## config.mk

```make
export PLATFORM = sky130hd
export DESIGN_NAME = pipeline_stage_decode
export DESIGN_NICKNAME = d
export VERILOG_FILES = /design/src/rtl/pipeline_stage_decode.sv
export SDC_FILE = /design/constraint.sdc
export NUM_CORES = 2
export LEC_CHECK = 0
export BUFFER_PORTS_ARGS = -buffer_cell sky130_fd_sc_hd__buf_2
export CORE_MARGIN = 2
export CORE_UTILIZATION = 42
export CTS_CLUSTER_DIAMETER = 50
export DETAILED_ROUTE_END_ITERATION = 10
export PLACE_DENSITY = 0.67
export SLEW_MARGIN = 20
export SYNTH_ARGS = -nofsm -noshare
export SYNTH_HDL_FRONTEND = slang
export SYNTH_SLANG_ARGS = --single-unit
```

## constraint.sdc

```tcl
create_clock -name clock -period 4.7 [get_ports clock]
set_clock_uncertainty 0.2 [all_clocks]
set_input_delay 0.47 -clock clock [delete_from_list [all_inputs] [get_ports clock]]
set_output_delay 0.47 -clock clock [all_outputs]
set_load 0.05 [all_outputs]
```

## src/rtl/pipeline_stage_decode.sv

```systemverilog
// pipeline_stage_decode
//
// Decode stage of the 5-stage in-order core. It takes the registered fetch
// result and reads both source operands from the register file. A writeback
// to the same index in the same cycle is bypassed through to the read. The
// stage detects a load-use dependency against the instruction it holds.
// On such a dependency it stalls fetch and sends a bubble to execute. A
// redirect from execute flushes the stage. The result is registered for
// execute.
//
// Optional feature: define DECODE_PERF_COUNTERS_EN to add saturating
// stall and flush performance counters.
//
// Ports:
//   clock, reset            system clock; synchronous active-high reset
//   fetch_*                 registered fetch result (valid, pc, register
//                           indices, operand-use flags, load flag, immediate)
//   jump_enabled            execute redirect this cycle
//   wb_enable/addr/data     writeback port into the register file
//   stall_on_decode         combinational; fetch holds while high
//   dec_*                   registered decode result to execute
//   perf_stall_count        (DECODE_PERF_COUNTERS_EN) cycles with stall high
//   perf_flush_count        (DECODE_PERF_COUNTERS_EN) cycles a valid fetch
//                           result was flushed by a redirect

module pipeline_stage_decode #(
    parameter int REG_COUNT  = 32,
    parameter int DATA_WIDTH = 32,
    localparam int IDX_WIDTH = $clog2(REG_COUNT)
) (
    input  logic                  clock,
    input  logic                  reset,
    input  logic                  fetch_valid,
    input  logic [DATA_WIDTH-1:0] fetch_pc,
    input  logic [IDX_WIDTH-1:0]  fetch_rs,
    input  logic [IDX_WIDTH-1:0]  fetch_rt,
    input  logic [IDX_WIDTH-1:0]  fetch_rd,
    input  logic                  fetch_reads_rs,
    input  logic                  fetch_reads_rt,
    input  logic                  fetch_writes_reg,
    input  logic                  fetch_is_load,
    input  logic [DATA_WIDTH-1:0] fetch_imm,
    input  logic                  jump_enabled,
    input  logic                  wb_enable,
    input  logic [IDX_WIDTH-1:0]  wb_addr,
    input  logic [DATA_WIDTH-1:0] wb_data,
    output logic                  stall_on_decode,
    output logic                  dec_valid,
    output logic [DATA_WIDTH-1:0] dec_pc,
    output logic [DATA_WIDTH-1:0] dec_rs_value,
    output logic [DATA_WIDTH-1:0] dec_rt_value,
    output logic [DATA_WIDTH-1:0] dec_imm,
    output logic [IDX_WIDTH-1:0]  dec_rd,
    output logic                  dec_writes_reg,
    output logic                  dec_is_load
`ifdef DECODE_PERF_COUNTERS_EN
    ,
    output logic [31:0]           perf_stall_count,
    output logic [31:0]           perf_flush_count
`endif
);

    logic [DATA_WIDTH-1:0] regs [REG_COUNT];
    logic [DATA_WIDTH-1:0] rs_value;
    logic [DATA_WIDTH-1:0] rt_value;
    logic                  hazard;
    logic                  wb_write;

    // Entry 0 is never written, so it stays zero after reset.
    assign wb_write = wb_enable && (wb_addr != '0);

    always_ff @(posedge clock) begin
        if (reset) begin
            for (int i = 0; i < REG_COUNT; i++) begin
                regs[i] <= '0;
            end
        end else if (wb_write) begin
            regs[wb_addr] <= wb_data;
        end
    end

    // Register 0 reads as zero. The index check also excludes a bypass of
    // a write aimed at r0.
    assign rs_value = (fetch_rs == '0) ? '0 :
                      (wb_enable && (wb_addr == fetch_rs)) ? wb_data :
                      regs[fetch_rs];
    assign rt_value = (fetch_rt == '0) ? '0 :
                      (wb_enable && (wb_addr == fetch_rt)) ? wb_data :
                      regs[fetch_rt];

    // A load sitting in the decode register has no data until the memory
    // stage. A dependent instruction right behind it must wait one cycle.
    // Only the decode register is examined.
    always_comb begin
        hazard = 1'b0;
        if (dec_valid && dec_is_load && dec_writes_reg && (dec_rd != '0) && fetch_valid) begin
            hazard = (fetch_reads_rs && (fetch_rs == dec_rd)) ||
                     (fetch_reads_rt && (fetch_rt == dec_rd));
        end
    end

    // A redirect makes the waiting instruction wrong-path, so it wins over
    // the stall.
    assign stall_on_decode = hazard && !jump_enabled && !reset;

    // Flushes and bubbles zero every field. Execute and memory then never
    // see a stale write enable behind dec_valid=0.
    always_ff @(posedge clock) begin
        if (reset || jump_enabled || hazard || !fetch_valid) begin
            dec_valid      <= 1'b0;
            dec_pc         <= '0;
            dec_rs_value   <= '0;
            dec_rt_value   <= '0;
            dec_imm        <= '0;
            dec_rd         <= '0;
            dec_writes_reg <= 1'b0;
            dec_is_load    <= 1'b0;
        end else begin
            dec_valid      <= 1'b1;
            dec_pc         <= fetch_pc;
            dec_rs_value   <= rs_value;
            dec_rt_value   <= rt_value;
            dec_imm        <= fetch_imm;
            dec_rd         <= fetch_rd;
            dec_writes_reg <= fetch_writes_reg;
            dec_is_load    <= fetch_is_load;
        end
    end

`ifdef DECODE_PERF_COUNTERS_EN
    // Both counters stick at all-ones instead of wrapping.
    always_ff @(posedge clock) begin
        if (reset) begin
            perf_stall_count <= '0;
            perf_flush_count <= '0;
        end else begin
            if (stall_on_decode && (perf_stall_count != '1)) begin
                perf_stall_count <= perf_stall_count + 32'd1;
            end
            if (jump_enabled && fetch_valid && (perf_flush_count != '1)) begin
                perf_flush_count <= perf_flush_count + 32'd1;
            end
        end
    end
`endif

endmodule

```

==> metrics.md <==
| Metric | Value |
|---|---|
| Leak | 0.0238 uW |
| Post-Syn Area | slightly below 60,000 um2 |
| Global route total overflow | 0 |
| Required time worst endpoint | 4030 ps |
| Final Critical Period | 3930 ps |
| Final TNS setup | 0 ps |
| Via count | 38,400 |
| RSZ-0062 raised after global routing | false |
| Max incr delay on CP | 710 ps |
| Worst hold slack | between 50 and 60 ps |
| Clock buffer depth | 3 |
| Max_slew headroom | 21.1% |
| Die H | about 380 um |
| H-tree depth | 4 |
| 1st-iter DRT viols | 5,706 |
| Max reg flops | roughly 1,000 |
| # Post-CTS Setup Buffers | 0 |
| Ys Warns | 0 |
| Max Cap Violations | 0 |
| Starting density of the core | 42.5% |
| Share of layout cells above drive strength 1 | between 20% and 30% |
| Post-Synthesis Cells | 4,049 |
| Detailed Routing Iterations Pass 1 | 7 |
| Die area | 142,000 um2 |
| Worst-path cell chain | xor2_1 -> nor4_1 -> a32oi_4 -> nor4_1 -> buf_2 |
| Pwr Density | roughly 370 nW/um2 |
| First-pass GRT wire length | 269,000 um |
| Mean post-synth cell area | roughly 14 um2 |
| Cell repeated most along the worst path | nor4_1 |
| Global router's overall resource usage | between 20% and 30% |
| Period utilisation layout | 83.6% |
| Clk sink count | 1,160 |
| Worst setup EP type | output port |
| Commonest non-fill, non-tap cell in the layout | and2_1 |
| Reg2reg path depth | 5 |
| Top reg by flops | regs |
| Worst VDD drop | roughly 0.00034 V |
| Initial antenna violation count | 23 |
| TritonCTS clock tree | done |
| Detail Route Antenna Nets | 0 |
| Hold Crit Depth | 3 |
| FF+latch count, synth | ~1,200 |
| Hold Path Class | primary input to register |
| Worst Hold Path EP | dec_rt_value[30]$_SDFF_PP0_ |
| Clk_lat worst skew | 780 ps |
| Crit Path Max Fanout | 5 |
| Most frequent cells in the layout | 1,063 x and2_1, 1,024 x edfxtp_1, 357 x mux4_2 |
| FP Rows | 136 |
| NumNets Final | 4,354 |
| Total Routed Length | 188,000 um |
| CP arrival | 3260 ps |
| Finished Layout Cells | 6,133 |
| DR vias/cell | 6.26 |
| Flip-flop and latch area | 33,500 um2 |
| Filler cells | 11,600 |
| Area of the multi-input gates | between 20,000 and 25,000 um2 |
| Final setup viols | 0 |
| WS Path Type | register to output port |
| Worst-path clk slew | roughly 60 ps |
| Largest net degree at the start of global routing | 101 |
| Vias in the first global route | 37,900 |
| IO Pins | approximately 260 |
| FF-to-FF Start | dec_rd[2]$_SDFF_PP0_ |
| Layout area overhead | 13.9% |
| R2R setup slack | around 1800 ps |
| Die X | 377 um |
| Worst-Margin Slew | about 1200 ps |
| Fin. max-slew vios | 0 |
| Register area share after synthesis | 57.2% |
| Final hold vios | 0 |
| Routed WL per cell | 30.7 um |
| R2r endpoint | dec_rs_value[1]$_SDFF_PP0_ |
| Slowest-stage cell, CP | nor4_1 |
| Min-Delay Startpoint | wb_data[30] |
| HPWL Detailed | 117,000 um |
| TritonCTS Buffers | 131 |
| Dpl cells | 5,817 |
| Startpoint class of the critical path | register |
| Number of port buffers | between 200 and 300 |
| CP bufs+invs | 1 |
| RD Place Congestion | ~0.94 |
| Fmax | 255 MHz |
| Root Buffer Master | clkbuf_16 |
| Distinct cell type count after synthesis | 47 |
| Crit-path leading delay family | simple AND/OR/NAND/NOR gates |
| Post-route DRC | 0 |
| Core area | 138,000 um2 |
| Status | completed |
-- per-layer routing --
metal / up-vias / track usage [%] / routed length [um]
met5: - / 0 / 215
met4: 22 / 14.1 / 10700
met3: 467 / 5.54 / 19900
met2: 2502 / 40.2 / 86700
met1: 19500 / 35.1 / 70600
li1: 15900 / - / -
-- report_power, final --
group / internal (uW) / switching [uW] / total, uW
Clock: 5980 / 4250 / 10200
Combinational: 1030 / 1590 / 2620
Sequential: 11700 / 290 / 12000
Total: 18800 / 6130 / 24900
-- tightest hold or removal path: stages --
cell and delay (ps):
buf_2 280, o2111ai_1 150, o31ai_1 80
-- area by class of cell --
class | instances | area share (%)
Antenna cell | 9 | 0.0338
Clock buffer | 178 | 5.69
Clock inverter | 56 | 0.683
Multi-Input combinational cell | 2479 | 35.2
Sequential cell | 1160 | 50.2
Tap cell | 1794 | 3.37
Timing Repair Buffer | 457 | 4.87
-- how the worst max path moves through the flow --
stage | startpoint | slack, ps | endpoint | depth (start not counted)
after floorplan | dec_rd[3]$_SDFF_PP0_ | 930 | stall_on_decode | 6
after CTS | dec_rd[3]$_SDFF_PP0_ | 790 | stall_on_decode | 5
after global placement | wb_addr[2] | 1050 | regs[4][23]$_SDFFCE_PN0P_ | 7
final | dec_rd[3]$_SDFF_PP0_ | 770 | stall_on_decode | 5
after detailed placement | wb_addr[2] | 1090 | regs[4][15]$_SDFFCE_PN0P_ | 7
after global routing | dec_rd[3]$_SDFF_PP0_ | 780 | stall_on_decode | 5
-- Yosys cell counts, drive strengths merged --
library cell  count  area (um2)
or4              33         248
or3               2        12.5
nor3b             2        15.0
conb              1        3.75
a22oi           160        1200
o22ai           128         801
and4             33         289
o21a              2        15.0
and3b             1        8.76
nor2b             3        18.8
nand2            36         135
clkbuf          301        1130
edfxtp         1024       30700
and3              1        6.26
dfxtp           136        2720
mux4            384        8750
xor2             12         105
or3b              4        35.0
o31ai            65         498
nor4              5        52.6
nand4bb           1        11.3
o21ai             3        18.8
a21oi            32         160
nand3b            8        60.1
and2           1065        6660
mux2i           256        2560
xnor2             8        70.1
o2111ai          64         561
nand2b            1        6.26
nor2             36         135
or2              31         194
nand3            69         345
a32oi             1        8.76
buf             140         922
o31a              1        8.76
-- cell families after synthesis --
kind of cell / Yosys count / synth area share [%]
buffers and inverters: 441 / 3.51
multiplexers: 640 / 19.3
other: 1 / 0.00641
AND/OR/NAND/NOR: 1331 / 14.1
AO/OA/AOI/OAI: 456 / 5.59
flip-flops: 1160 / 57.2
XOR/XNOR: 20 / 0.299
-- through the flow --
| step | util (%) | power [uW] | cell area, um2 | setup slack, ps |
|---|---|---|---|---|
| floorplan | - | 13800 | 58600 | 926 |
| global placement | 44.7 | 14700 | 61600 | 1050 |
| detailed placement | 44.7 | 14800 | 61600 | 1090 |
| CTS | 48.3 | 24900 | 66600 | 787 |
| global route | 48.4 | 25500 | 66700 | 782 |
| finish | 48.4 | 24900 | 66700 | 771 |
-- timing repair --
action | CTS | global route
hold buffers | 71 | 0
hold endpoints to repair | 71 | 0
resized for setup | 0 | 0
No activity file was read; power rests on OpenSTA's default activity.
